<file path="src/rtl/imm_decode_pkg.sv">
// Shared definitions for the immediate-decode stage: format codes, RV opcodes
// and small helpers used at elaboration and decode time.
package imm_decode_pkg;

    typedef enum logic [2:0] {
        FMT_NONE = 3'd0,
        FMT_I    = 3'd1,
        FMT_S    = 3'd2,
        FMT_B    = 3'd3,
        FMT_U    = 3'd4,
        FMT_J    = 3'd5,
        FMT_Z    = 3'd6
    } fmt_e;

    localparam logic [6:0] OPC_LOAD      = 7'b0000011;
    localparam logic [6:0] OPC_OP_IMM    = 7'b0010011;
    localparam logic [6:0] OPC_JALR      = 7'b1100111;
    localparam logic [6:0] OPC_OP_IMM_32 = 7'b0011011;
    localparam logic [6:0] OPC_STORE     = 7'b0100011;
    localparam logic [6:0] OPC_BRANCH    = 7'b1100011;
    localparam logic [6:0] OPC_LUI       = 7'b0110111;
    localparam logic [6:0] OPC_AUIPC     = 7'b0010111;
    localparam logic [6:0] OPC_JAL       = 7'b1101111;
    localparam logic [6:0] OPC_SYSTEM    = 7'b1110011;

    function automatic bit xlen_is_legal(input int xlen);
        return (xlen == 32) || (xlen == 64);
    endfunction

    // Only PC-relative control transfers carry a precomputed target.
    function automatic bit fmt_has_target(input logic [2:0] fmt);
        return (fmt == FMT_B) || (fmt == FMT_J);
    endfunction

endpackage

</file>
<file path="src/rtl/imm_decode_core.sv">
// Purely combinational RV immediate extractor: instruction word in,
// sign/zero-extended immediate, format code and illegal flag out.
module imm_decode_core
    import imm_decode_pkg::*;
#(
    parameter int XLEN          = 32,
    parameter bit ENABLE_RV64_W = 1'b0
) (
    input  logic [31:0]     instr,
    output logic [XLEN-1:0] imm,
    output logic [2:0]      fmt,
    output logic            illegal
);

    localparam bit W_OK = ENABLE_RV64_W && (XLEN == 64);

    logic [6:0]  opcode;
    logic [31:0] imm32;
    fmt_e        fmt_sel;

    assign opcode = instr[6:0];

    always_comb begin
        fmt_sel = FMT_NONE;
        illegal = 1'b0;
        case (opcode)
            OPC_LOAD, OPC_OP_IMM, OPC_JALR: fmt_sel = FMT_I;
            OPC_OP_IMM_32: begin
                if (W_OK) begin
                    fmt_sel = FMT_I;
                end else begin
                    illegal = 1'b1;
                end
            end
            OPC_STORE:          fmt_sel = FMT_S;
            OPC_BRANCH:         fmt_sel = FMT_B;
            OPC_LUI, OPC_AUIPC: fmt_sel = FMT_U;
            OPC_JAL:            fmt_sel = FMT_J;
            OPC_SYSTEM: begin
                // Only the CSR*I forms (funct3[2]=1) carry a uimm.
                if (instr[14]) begin
                    fmt_sel = FMT_Z;
                end else begin
                    illegal = 1'b1;
                end
            end
            default: illegal = 1'b1;
        endcase
    end

    // Every format fits a signed 32-bit value; widening happens once below.
    always_comb begin
        imm32 = '0;
        case (fmt_sel)
            FMT_I: imm32 = {{20{instr[31]}}, instr[31:20]};
            FMT_S: imm32 = {{20{instr[31]}}, instr[31:25], instr[11:7]};
            FMT_B: imm32 = {{19{instr[31]}}, instr[31], instr[7], instr[30:25],
                            instr[11:8], 1'b0};
            FMT_U: imm32 = {instr[31:12], 12'b0};
            FMT_J: imm32 = {{11{instr[31]}}, instr[31], instr[19:12], instr[20],
                            instr[30:21], 1'b0};
            FMT_Z: imm32 = {27'b0, instr[19:15]};
            default: imm32 = '0;
        endcase
    end

    assign imm = XLEN'($signed(imm32));
    assign fmt = fmt_sel;

endmodule

</file>
<file path="src/rtl/imm_decode_stage.sv">
// Pipeline stage that decodes the immediate before registering and buffers
// results in a two-entry (output + skid) FIFO with a registered in_ready.
module imm_decode_stage
    import imm_decode_pkg::*;
#(
    parameter int XLEN          = 32,
    parameter bit ENABLE_RV64_W = 1'b0
) (
    input  logic            clk,
    input  logic            rst_n,
    input  logic            flush,
    input  logic            in_valid,
    output logic            in_ready,
    input  logic [31:0]     in_instr,
    input  logic [XLEN-1:0] in_pc,
    output logic            out_valid,
    input  logic            out_ready,
    output logic [31:0]     out_instr,
    output logic [XLEN-1:0] out_pc,
    output logic [XLEN-1:0] out_imm,
    output logic [2:0]      out_fmt,
    output logic [XLEN-1:0] out_target,
    output logic            out_illegal
);

    if (!xlen_is_legal(XLEN)) begin : g_bad_xlen
        $error("imm_decode_stage: XLEN must be 32 or 64");
    end

    typedef struct packed {
        logic [31:0]     instr;
        logic [XLEN-1:0] pc;
        logic [XLEN-1:0] imm;
        logic [XLEN-1:0] target;
        logic [2:0]      fmt;
        logic            illegal;
    } entry_t;

    logic [XLEN-1:0] dec_imm;
    logic [2:0]      dec_fmt;
    logic            dec_illegal;
    entry_t          dec_entry;

    entry_t out_entry_reg;
    entry_t skid_entry_reg;
    logic   out_valid_reg, out_valid_next;
    logic   skid_valid_reg, skid_valid_next;
    logic   in_ready_reg, in_ready_next;

    logic push, pop;
    logic load_out_from_in, load_out_from_skid, load_skid;

    imm_decode_core #(
        .XLEN          (XLEN),
        .ENABLE_RV64_W (ENABLE_RV64_W)
    ) u_core (
        .instr   (in_instr),
        .imm     (dec_imm),
        .fmt     (dec_fmt),
        .illegal (dec_illegal)
    );

    always_comb begin
        dec_entry.instr   = in_instr;
        dec_entry.pc      = in_pc;
        dec_entry.imm     = dec_imm;
        dec_entry.fmt     = dec_fmt;
        dec_entry.illegal = dec_illegal;
        dec_entry.target  = fmt_has_target(dec_fmt) ? (in_pc + dec_imm) : '0;
    end

    assign push = in_valid && in_ready_reg;
    assign pop  = out_valid_reg && out_ready;

    // in_ready_reg is low whenever the skid holds data, so a push never
    // coincides with a full skid; flush overrides every movement.
    assign load_out_from_skid = !flush && pop && skid_valid_reg;
    assign load_out_from_in   = !flush && push && (!out_valid_reg || (pop && !skid_valid_reg));
    assign load_skid          = !flush && push && out_valid_reg && !pop;

    always_comb begin
        out_valid_next  = out_valid_reg;
        skid_valid_next = skid_valid_reg;
        if (flush) begin
            out_valid_next  = 1'b0;
            skid_valid_next = 1'b0;
        end else begin
            if (load_out_from_in || load_out_from_skid) begin
                out_valid_next = 1'b1;
            end else if (pop) begin
                out_valid_next = 1'b0;
            end
            if (load_skid) begin
                skid_valid_next = 1'b1;
            end else if (load_out_from_skid) begin
                skid_valid_next = 1'b0;
            end
        end
        in_ready_next = !skid_valid_next;
    end

    always_ff @(posedge clk or negedge rst_n) begin
        if (!rst_n) begin
            out_valid_reg  <= 1'b0;
            skid_valid_reg <= 1'b0;
            in_ready_reg   <= 1'b0;
            out_entry_reg  <= '0;
            skid_entry_reg <= '0;
        end else begin
            out_valid_reg  <= out_valid_next;
            skid_valid_reg <= skid_valid_next;
            in_ready_reg   <= in_ready_next;
            if (load_out_from_skid) begin
                out_entry_reg <= skid_entry_reg;
            end else if (load_out_from_in) begin
                out_entry_reg <= dec_entry;
            end
            if (load_skid) begin
                skid_entry_reg <= dec_entry;
            end
        end
    end

    assign in_ready    = in_ready_reg;
    assign out_valid   = out_valid_reg;
    assign out_instr   = out_entry_reg.instr;
    assign out_pc      = out_entry_reg.pc;
    assign out_imm     = out_entry_reg.imm;
    assign out_fmt     = out_entry_reg.fmt;
    assign out_target  = out_entry_reg.target;
    assign out_illegal = out_entry_reg.illegal;

endmodule
</file>
<file path="config.mk">
export PLATFORM = sky130hd
export DESIGN_NAME = imm_decode_stage
export DESIGN_NICKNAME = d
export VERILOG_FILES = /design/src/rtl/imm_decode_pkg.sv /design/src/rtl/imm_decode_core.sv /design/src/rtl/imm_decode_stage.sv
export SDC_FILE = /design/constraint.sdc
export NUM_CORES = 1
export LEC_CHECK = 0
export ABC_CLOCK_PERIOD_IN_PS = 1600
export BUFFER_PORTS_ARGS = -buffer_cell sky130_fd_sc_hd__buf_2
export CORE_UTILIZATION = 50
export CTS_CLUSTER_DIAMETER = 80
export DETAILED_ROUTE_END_ITERATION = 12
export PLACE_DENSITY_LB_ADDON = 0.1
export SLEW_MARGIN = 20
export SYNTH_ARGS = -nofsm -noshare
export SYNTH_HDL_FRONTEND = slang
export SYNTH_SLANG_ARGS = --single-unit
export TNS_END_PERCENT = 100
</file>
<file path="constraint.sdc">
create_clock -name clk -period 1.6 [get_ports clk]
set_input_delay 0.32 -clock clk [delete_from_list [all_inputs] [get_ports clk]]
set_output_delay 0.32 -clock clk [all_outputs]
set_load 0.01 [all_outputs]
</file>
==> results of run 1 <==
## path summary, 6_finish.rpt
kind,startpoint,to,slack [ns]
worst max-delay path,in_instr[2],skid_entry_reg[35],-1.54
worst min-delay path,in_instr[0],out_instr[0],0.05
worst max register to register,out_valid,out_target[26],-0.08
worst min register to register,out_instr[25],out_instr[25],0.47
max in group asynchronous,rst_n,skid_entry_reg[89],0.75
min in group asynchronous,rst_n,out_target[3],0.28
## area by class of cell
type | count | area, µm² | area share
clock inverters | 5 | 104 | 0.00567
multi-input cells | 821 | 6420 | 0.351
repair buffers | 469 | 3720 | 0.203
well taps | 324 | 405 | 0.0221
inverters | 37 | 141 | 0.00772
flip-flops and latches | 267 | 6680 | 0.365
clock buffers | 41 | 831 | 0.0454
## cell families (layout without fill, tap and decap cells)
logic type / Yosys count / count (layout)
adder cells (fa/ha/maj): 32 / 32
AND/OR/NAND/NOR: 302 / 302
flip-flops: 267 / 267
XOR/XNOR: 28 / 28
AO/OA/AOI/OAI: 395 / 396
multiplexers: 63 / 63
buffers and inverters: 113 / 552
## power breakdown
part / switching [mW] / total (mW) / internal (mW)
clock: 2.63 / 6.66 / 4.04
combinational: 1.51 / 2.94 / 1.43
sequential: 0.404 / 7.89 / 7.49
total: 4.54 / 17.5 / 13.0
## Yosys cell counts (7+ instances only)
cell type / n
xor2_1: 14
clkbuf_1: 65
o21bai_1: 7
a21o_1: 19
ha_1: 31
o21ai_1: 8
nand2_1: 240
a21oi_1: 45
mux2_2: 63
xnor2_1: 14
nor2_1: 20
o21ai_0: 128
o31ai_1: 13
a22oi_1: 130
inv_1: 37
nand3_1: 7
dfrtp_1: 267
buf_1: 7
## per-stage QoR
stage / setup TNS (ns) / setup WS (ns) / hold WS, ns / total power [mW] / std cells
after CTS: -68.83 / -1.52 / 0.0426 / 17.3 / 1942
final: -74.83 / -1.54 / 0.0540 / 17.5 / 1964
after global placement: -140.04 / -2.23 / 0.257 / 10.4 / 1877
after global routing: -85.26 / -1.66 / 0.0498 / 18.2 / 1964
after detailed placement: -145.80 / -2.29 / 0.259 / 10.5 / 1877
after floorplan: -95.35 / -1.84 / 0.0244 / 9.18 / 1200
## worst max-delay path: stages
cell and delay, ns:
buf_12 0.10, or2_4 0.13, nor3_4 0.04, a21oi_4 0.15, nor2_4 0.08, buf_6 0.12
a222oi_1 0.31, buf_4 0.20, inv_1 0.07, ha_4 0.30, o21ai_4 0.08, o21ai_4 0.19
nand3b_4 0.11, a211oi_4 0.34, o31ai_4 0.13, a211o_1 0.31, a311oi_2 0.30, xnor2_2 0.12
o31ai_2 0.19
## routing by layer
layer	GRT usage	up-vias	wire [µm]
li1	-	5151	-
met1	0.409	5511	17100
met2	0.456	394	18100
met3	0.0537	56	2620
met4	0.0878	0	952
met5	0	-	0
## repair_timing
item,in CTS,in global routing
pin swaps,69,88
cloned,1,11
setup buffers,17,12
gates resized for setup,108,167
hold buffers,2,0
setup endpoints to repair,111,106
endpoints found under the hold margin,33,0
==> flow_metrics.env, run 1 <==
export IMPL_area_delta_synth_final_pct=48.7
export IMPL_grt_overflow_total=0
export IMPL_cts_buffer_depth=3
export IMPL_routed_wl_mm=38.8
export IMPL_drv_cap=0
export IMPL_yosysUniqueCellTypes=58
export IMPL_htree_levels=1
export IMPL_postLayoutCellArea_um2=18300
export IMPL_clkLatencyLatePin_ns=0.55
export IMPL_synth_edf_count=0
export IMPL_setup_ws_ns=-1.54
export IMPL_synth_xor_area_frac=0.0199
export IMPL_drt_initial_drc_count=968
export IMPL_via_per_inst=5.66
export IMPL_fin_nets=1726
export IMPL_path_max_fanout=8
export IMPL_io_buffer_count=202
export IMPL_final_common_cell="dfrtp_1"
export IMPL_critPathCaptureType="flip-flop"
export IMPL_drive_gt1_frac=0.471
export IMPL_postSynth_asyncResetShare=1.00
export IMPL_final_cell_mix="dfrtp_1, nand2_1, buf_4"
export IMPL_synth_compound_area_frac=0.210
export IMPL_start_util=0.508
export IMPL_grt_max_degree=60
export IMPL_antenna_found_initial=0
export IMPL_grt_pass1_vias=10741
export IMPL_antenna_left=0
export IMPL_synth_largest_area_cell="dfrtp_1"
export IMPL_ios=203
export IMPL_drc=0
export IMPL_violations="setup timing"
export IMPL_synthCells=1200
export IMPL_synth_fp_nets=1301
export IMPL_fin_skew_ns=0.00443
export IMPL_die_y_um=159
export IMPL_dp_hpwl_mm=25.8
export IMPL_yosysSeqAreaShare=0.543
export IMPL_yosys_top_cells_area="dfrtp_1, a22oi_1, nand2_1, mux2_2, o21ai_0"
export IMPL_setup_viol=82
export IMPL_path_class="in -> reg"
export IMPL_largest_reg_flops=132
export IMPL_yosys_area_share_simple=0.102
export IMPL_tightest_slew_ns=0.411
export IMPL_gp_congestion=0.889
export IMPL_placed_area_um2=15700
export IMPL_muxShareOfSynthArea=0.0576
export IMPL_period_needed_ns=3.14
export IMPL_powerDensity_nw_per_um2=955
export IMPL_yosys_warnings=0
export IMPL_n_fill_cell=1625
export IMPL_n_antenna_cell=0
export IMPL_final_util=0.755
export IMPL_required_ns=2.05
export IMPL_power_leakage_nw=9.13
export IMPL_syn_area_per_cell_um2=10.3
export IMPL_die_x_um=159
export IMPL_fmax_ghz=0.318
export IMPL_fp_row_count=57
export IMPL_vias=11112
export IMPL_rsz0062_at_grt="yes"
export IMPL_cts_buffers=29
export IMPL_cts_root_buf="clkbuf_16"
export IMPL_syn_cell_area_um2=12300
export IMPL_critPathArrivalTime_ns=3.60
export IMPL_dieArea_um2=25300
export IMPL_wire_per_inst_um=19.8
export IMPL_cts_tree="yes"
export IMPL_synthAdderAreaFrac=0.0331
export IMPL_maxSlewHeadroom=0.726
export IMPL_grtUsageTotal=0.289
export IMPL_design_core_area_um2=24200
export IMPL_clkTransAtPathRegs_ns=0.06
export IMPL_maxSlewViolCount=0
export IMPL_grt_pass1_wl_mm=58.4
export IMPL_ys_flop_type="dfrtp_1"
export IMPL_synth_top_family_by_area="compound AO/OA/AOI/OAI gates"
export IMPL_first_pass_iters=7
export IMPL_cts_num_sinks=267
export IMPL_worstRegToRegCells=7
export IMPL_start_kind="input pin"
export IMPL_min_path_cells=3
export IMPL_finalHoldViolCount=0
export IMPL_synth_top_cell_area_share=0.543
export IMPL_worst_ir_drop_vdd_mv=0.860
export IMPL_ys_ff_latch=267
export IMPL_status="finished with violations"
export IMPL_hp_class="in -> reg"
export IMPL_finalCritPeriodShare=1.96
(Power assumes the default switching activity.)
==> run 2, diff against run 1 <==
BUFFER_PORTS_ARGS = -buffer_cell sky130_fd_sc_hd__clkbuf_2   (was -buffer_cell sky130_fd_sc_hd__buf_2)
MAX_ROUTING_LAYER = met4   (was not set)
==> flow_metrics.env, run 2 (same netlist as run 1, synthesis figures left out) <==
export IMPL_final_cell_mix="dfrtp_1, buf_4, clkbuf_2"
export IMPL_p_switching_mw=4.81
export IMPL_cts_buffers=28
export IMPL_io_buffer_count=202
export IMPL_die_y_um=159
export IMPL_drc=0
export IMPL_hp_class="in -> reg"
export IMPL_tns_ns=-89.06
export IMPL_grtUsageTotal=0.308
export IMPL_grt_pass1_wl_mm=60.0
export IMPL_ios=203
export IMPL_maxSlewViolCount=0
export IMPL_powerDensity_nw_per_um2=946
export IMPL_rrSetupSlack_ns=-0.14
export IMPL_hp_start="in_pc[7]"
export IMPL_worst_ir_drop_vdd_mv=0.879
export IMPL_path_max_fanout=6
export IMPL_preCtsSetupSlack_ns=-2.40
export IMPL_combPwrFrac=0.178
export IMPL_multiInputGateArea_um2=6620
export IMPL_fin_nets=1754
export IMPL_drv_cap=0
export IMPL_path_class="in -> reg"
export IMPL_die_x_um=159
export IMPL_cts_root_buf="clkbuf_16"
export IMPL_power_leakage_nw=9.35
export IMPL_final_common_cell="dfrtp_1"
export IMPL_dp_hpwl_mm=26.5
export IMPL_fp_row_count=57
export IMPL_fmax_ghz=0.297
export IMPL_critPathCaptureType="flip-flop"
export IMPL_grt_overflow_total=0
export IMPL_clkPwrFrac=0.375
export IMPL_tightest_slew_ns=0.724
export IMPL_routed_wl_mm=41.9
export IMPL_finalHoldViolCount=0
export IMPL_area_delta_synth_final_pct=52.8
export IMPL_dieArea_um2=25300
export IMPL_violations="setup timing"
export IMPL_required_ns=2.07
export IMPL_placed_area_um2=15900
export IMPL_vias=11483
export IMPL_wire_per_inst_um=21.0
export IMPL_postLayoutCellArea_um2=18800
export IMPL_drt_initial_drc_count=1056
export IMPL_min_path_cells=2
export IMPL_antenna_found_initial=0
export IMPL_worstRegToRegCells=7
export IMPL_htree_levels=1
export IMPL_switching_share=0.270
export IMPL_status="finished with violations"
export IMPL_rsz0062_at_grt="yes"
export IMPL_grt_pass1_vias=10904
export IMPL_seq_power_share=0.447
export IMPL_first_pass_iters=10
export IMPL_setup_viol=127
export IMPL_grt_max_degree=58
export IMPL_cts_num_sinks=267
export IMPL_start_util=0.508
export IMPL_place_inst=1895
export IMPL_cts_buffer_depth=3
export IMPL_finalCritPeriodShare=2.10
export IMPL_largest_reg_flops=132
export IMPL_total_power_mw=17.8
export IMPL_antenna_left=0
export IMPL_final_util=0.776
export IMPL_gp_congestion=0.954
export IMPL_fin_skew_ns=0.00922
export IMPL_via_per_inst=5.74
export IMPL_worst_hold_slack_ns=0.0653
export IMPL_critPathArrivalTime_ns=3.83
export IMPL_layoutNonFillerInstCount=1999
export IMPL_reg2reg_from="skid_valid_reg"
export IMPL_setup_ws_ns=-1.76
export IMPL_drive_gt1_frac=0.518
export IMPL_clkLatencyLatePin_ns=0.55
export IMPL_cell_internal_pwr_mw=13.0
export IMPL_start_kind="input pin"
export IMPL_n_antenna_cell=0
export IMPL_clkTransAtPathRegs_ns=0.06
export IMPL_ff_latch_area_um2=6680
export IMPL_cts_tree="yes"
export IMPL_n_fill_cell=1531
export IMPL_design_core_area_um2=24200
export IMPL_r2r_end="out_target[20]"
export IMPL_whs_endpoint="skid_entry_reg[75]"
export IMPL_maxSlewHeadroom=0.517
export IMPL_period_needed_ns=3.36
==> run 2: what timing repair did <==
| item | 4_1_cts | 5_1_grt |
|---|---|---|
| pin swaps | 66 | 129 |
| endpoints found under the setup margin | 89 | 173 |
| setup buffers | 22 | 23 |
| cloned | 2 | 11 |
| hold buffers | 1 | 0 |
| resized for setup | 111 | 255 |
| endpoints found under the hold margin | 83 | 0 |
==> run 2: layout make-up <==
| cell class | count | share of cell area |
|---|---|---|
| multi-input combinational | 820 | 0.352 |
| tap | 324 | 0.0215 |
| inverter | 37 | 0.00751 |
| clock buffer | 38 | 0.0425 |
| clock inverter | 14 | 0.00771 |
| timing repair buffer | 499 | 0.214 |
| sequential | 267 | 0.355 |
==> run 2: worst max-delay path: stages <==
cell and delay [ns]:
clkbuf_8 0.15, nand2_2 0.09, nor2_4 0.05, a21oi_4 0.16
nor2_4 0.06, a222oi_1 0.66, buf_4 0.24, inv_2 0.04
ha_4 0.29, o21ai_2 0.07, o21bai_1 0.21, a21oi_2 0.15
o311ai_4 0.30, buf_4 0.18, o21ai_4 0.07, o21bai_1 0.26
xor2_1 0.24, nand2_1 0.15, o21ai_1 0.14
==> run 2: worst max-delay path by stage <==
stage	slack (ns)	endpoint	from
CTS	-1.51	skid_entry_reg[35]	in_instr[6]
floorplan	-1.84	skid_entry_reg[34]	in_instr[6]
detailed placement	-2.40	skid_entry_reg[35]	in_instr[0]
global placement	-2.31	out_target[31]	in_instr[0]
finish	-1.76	out_target[22]	in_instr[6]
global route	-1.88	out_target[22]	in_instr[6]
==> run 2: power groups by stage <==
stage               clock network (mW)  logic [mW]  registers (mW)
floorplan                            0        1.12            8.06
global placement                     0        2.50            7.94
detailed placement                   0        2.56            7.98
CTS                               6.74        2.74            7.87
global route                      6.99        3.39            8.04
finish                            6.69        3.16            7.96
==> run 2: routing by layer <==
layer  up-vias  share of wire  GRT usage  routed length, µm
met4         0          0.035     0.0922               1470
met5         -              0          -                  0
met3       103          0.065     0.0479               2730
met1      5707           0.43      0.432              18200
li1       5217              -          -                  -
met2       456           0.47      0.464              19500
==> run 3, diff against run 2 <==
ABC_CLOCK_PERIOD_IN_PS = 3200   (was 1600)
CELL_PAD_IN_SITES_DETAIL_PLACEMENT = 1   (was not set)
CELL_PAD_IN_SITES_GLOBAL_PLACEMENT = 1   (was not set)
CORE_UTILIZATION = 44   (was 50)
clock period = 3.2 ns   (was 1.6 ns; I/O delays follow)
==> flow_metrics.env, run 3 (same netlist as run 1, synthesis figures left out) <==
export IMPL_dieArea_um2=28700
export IMPL_cts_buffer_depth=3
export IMPL_grt_overflow_total=0
export IMPL_routed_wl_mm=44.9
export IMPL_r2r_end="out_imm[19]"
export IMPL_drc=0
export IMPL_cp_num_buf_inv=4
export IMPL_power_leakage_nw=8.53
export IMPL_clkLatencyLatePin_ns=0.55
export IMPL_hp_class="in -> async"
export IMPL_powerDensity_nw_per_um2=506
export IMPL_maxSlewHeadroom=0.309
export IMPL_tns_ns=-13.59
export IMPL_fmax_ghz=0.259
export IMPL_first_pass_iters=5
export IMPL_cts_root_buf="clkbuf_16"
export IMPL_slowest_stage="o21ai_0"
export IMPL_grtUsageTotal=0.308
export IMPL_path_max_fanout=6
export IMPL_final_common_cell="dfrtp_1"
export IMPL_antenna_found_initial=1
export IMPL_required_ns=3.63
export IMPL_antenna_left=0
export IMPL_vias=11181
export IMPL_largest_reg_flops=132
export IMPL_area_delta_synth_final_pct=38.3
export IMPL_die_x_um=169
export IMPL_n_fill_cell=2950
export IMPL_worstRegToRegCells=6
export IMPL_rsz0062_at_grt="yes"
export IMPL_die_y_um=169
export IMPL_setup_viol=45
export IMPL_clkTransAtPathRegs_ns=0.06
export IMPL_finalHoldViolCount=0
export IMPL_period_needed_ns=3.86
export IMPL_worst_ir_drop_vdd_mv=0.368
export IMPL_drv_cap=0
export IMPL_path_cells="clkbuf_16 -> nor2_4 -> nand3_1 -> o21ai_2 -> a41oi_2 -> and2_4 -> o21a_4 -> buf_4 -> a21oi_4 -> inv_1 -> ha_4 -> buf_4 -> o21a_1 -> o21a_1 -> o21ai_0 -> nand2b_1 -> o2111ai_2 -> a21boi_1 -> o221a_2 -> xnor2_2 -> o31ai_1"
export IMPL_drive_gt1_frac=0.399
export IMPL_fin_skew_ns=0.0164
export IMPL_critPathArrivalTime_ns=4.29
export IMPL_ff_latch_area_um2=6680
export IMPL_grt_pass1_wl_mm=66.8
export IMPL_final_cell_mix="dfrtp_1, nand2_1, clkbuf_2"
export IMPL_fin_nets=1653
export IMPL_dp_hpwl_mm=27.8
export IMPL_via_per_inst=5.74
export IMPL_placed_area_um2=15000
export IMPL_tightest_slew_ns=1.04
export IMPL_grt_pass1_vias=11612
export IMPL_grt_max_degree=202
export IMPL_ios=203
export IMPL_violations="setup timing"
export IMPL_multiInputGateArea_um2=6040
export IMPL_rrSetupSlack_ns=0.93
export IMPL_status="finished with violations"
export IMPL_design_core_area_um2=27200
export IMPL_io_buffer_count=202
export IMPL_reg2reg_from="out_valid"
export IMPL_start_kind="input pin"
export IMPL_max_stage_delay_ns=0.26
export IMPL_gp_congestion=0.874
export IMPL_setup_ws_ns=-0.655
export IMPL_maxSlewViolCount=0
export IMPL_fp_row_count=60
export IMPL_critPathCaptureType="flip-flop"
export IMPL_start_util=0.453
export IMPL_cts_hold_buf=0
export IMPL_path_class="in -> reg"
export IMPL_finalCritPeriodShare=1.20
export IMPL_wire_per_inst_um=23.1
export IMPL_drt_initial_drc_count=755
export IMPL_cpLargestDelayFamily="compound AO/OA/AOI/OAI gates"
export IMPL_htree_levels=1
export IMPL_cts_buffers=29
export IMPL_cts_tree="yes"
export IMPL_postLayoutCellArea_um2=17000
export IMPL_cts_num_sinks=267
run 3: cell types whose count changed in the layout (fill, tap and decap cells not counted), sizes merged:
cell | previous run | this run
inv | 37 | 38
clkbuf | 248 | 247
clkinv | 11 | 5
bufinv | 3 | 0
dlygate4sd3 | 1 | 0
diode | 0 | 1
buf | 288 | 198
run 3: through the flow:
step                      total power [mW]  worst slack, ns  hold WS (ns)  utilization  cells
after global placement                5.16            -1.03         0.459        0.552   1856
after floorplan                       4.58           -0.557         0.344            -   1200
final                                 8.62           -0.655        0.0340        0.627   1948
after detailed placement              5.22            -1.06         0.464        0.552   1856
after global routing                  8.93           -0.735        0.0673        0.627   1948
after CTS                             8.59           -0.299        0.0482        0.614   1933
run 3: repair_timing:
item | CTS | global route
buffers inserted | 23 | 19
gates cloned | 2 | 0
resized for setup | 109 | 55
pin swaps | 67 | 63
setup endpoints to repair | 47 | 48
run 3: how the worst max path moves through the flow:
stage | from | end | slack [ns] | depth (start not counted)
after floorplan | in_instr[6] | skid_entry_reg[34] | -0.56 | 17
after global placement | in_instr[2] | skid_entry_reg[35] | -1.03 | 17
after detailed placement | in_instr[0] | skid_entry_reg[35] | -1.06 | 19
after CTS | in_instr[6] | skid_entry_reg[34] | -0.30 | 17
after global routing | in_instr[2] | skid_entry_reg[34] | -0.74 | 21
final | in_instr[2] | skid_entry_reg[34] | -0.66 | 21
run 3: area by class of cell:
type | instances | share of cell area
antenna | 1 | 0.000147
clock buffer | 48 | 0.0532
clock inverter | 6 | 0.00198
inverter | 37 | 0.00859
multi-input combinational | 820 | 0.355
sequential | 267 | 0.392
tap | 372 | 0.0273
timing repair buffer | 397 | 0.162
run 3: report_power, final:
| group | internal, mW | switching (mW) | leakage (nW) |
|---|---|---|---|
| registers | 3.74 | 0.219 | 3.54 |
| clock network | 1.92 | 1.37 | 0.470 |
| logic | 0.608 | 0.765 | 4.53 |
run 3: layer usage:
| layer | global-route usage | vias up | wire length [µm] |
|---|---|---|---|
| li1 | - | 4974 | - |
| met1 | 0.408 | 5780 | 19500 |
| met2 | 0.489 | 353 | 21700 |
| met3 | 0.0555 | 74 | 2450 |
| met4 | 0.0846 | 0 | 1270 |
| met5 | - | - | 0 |
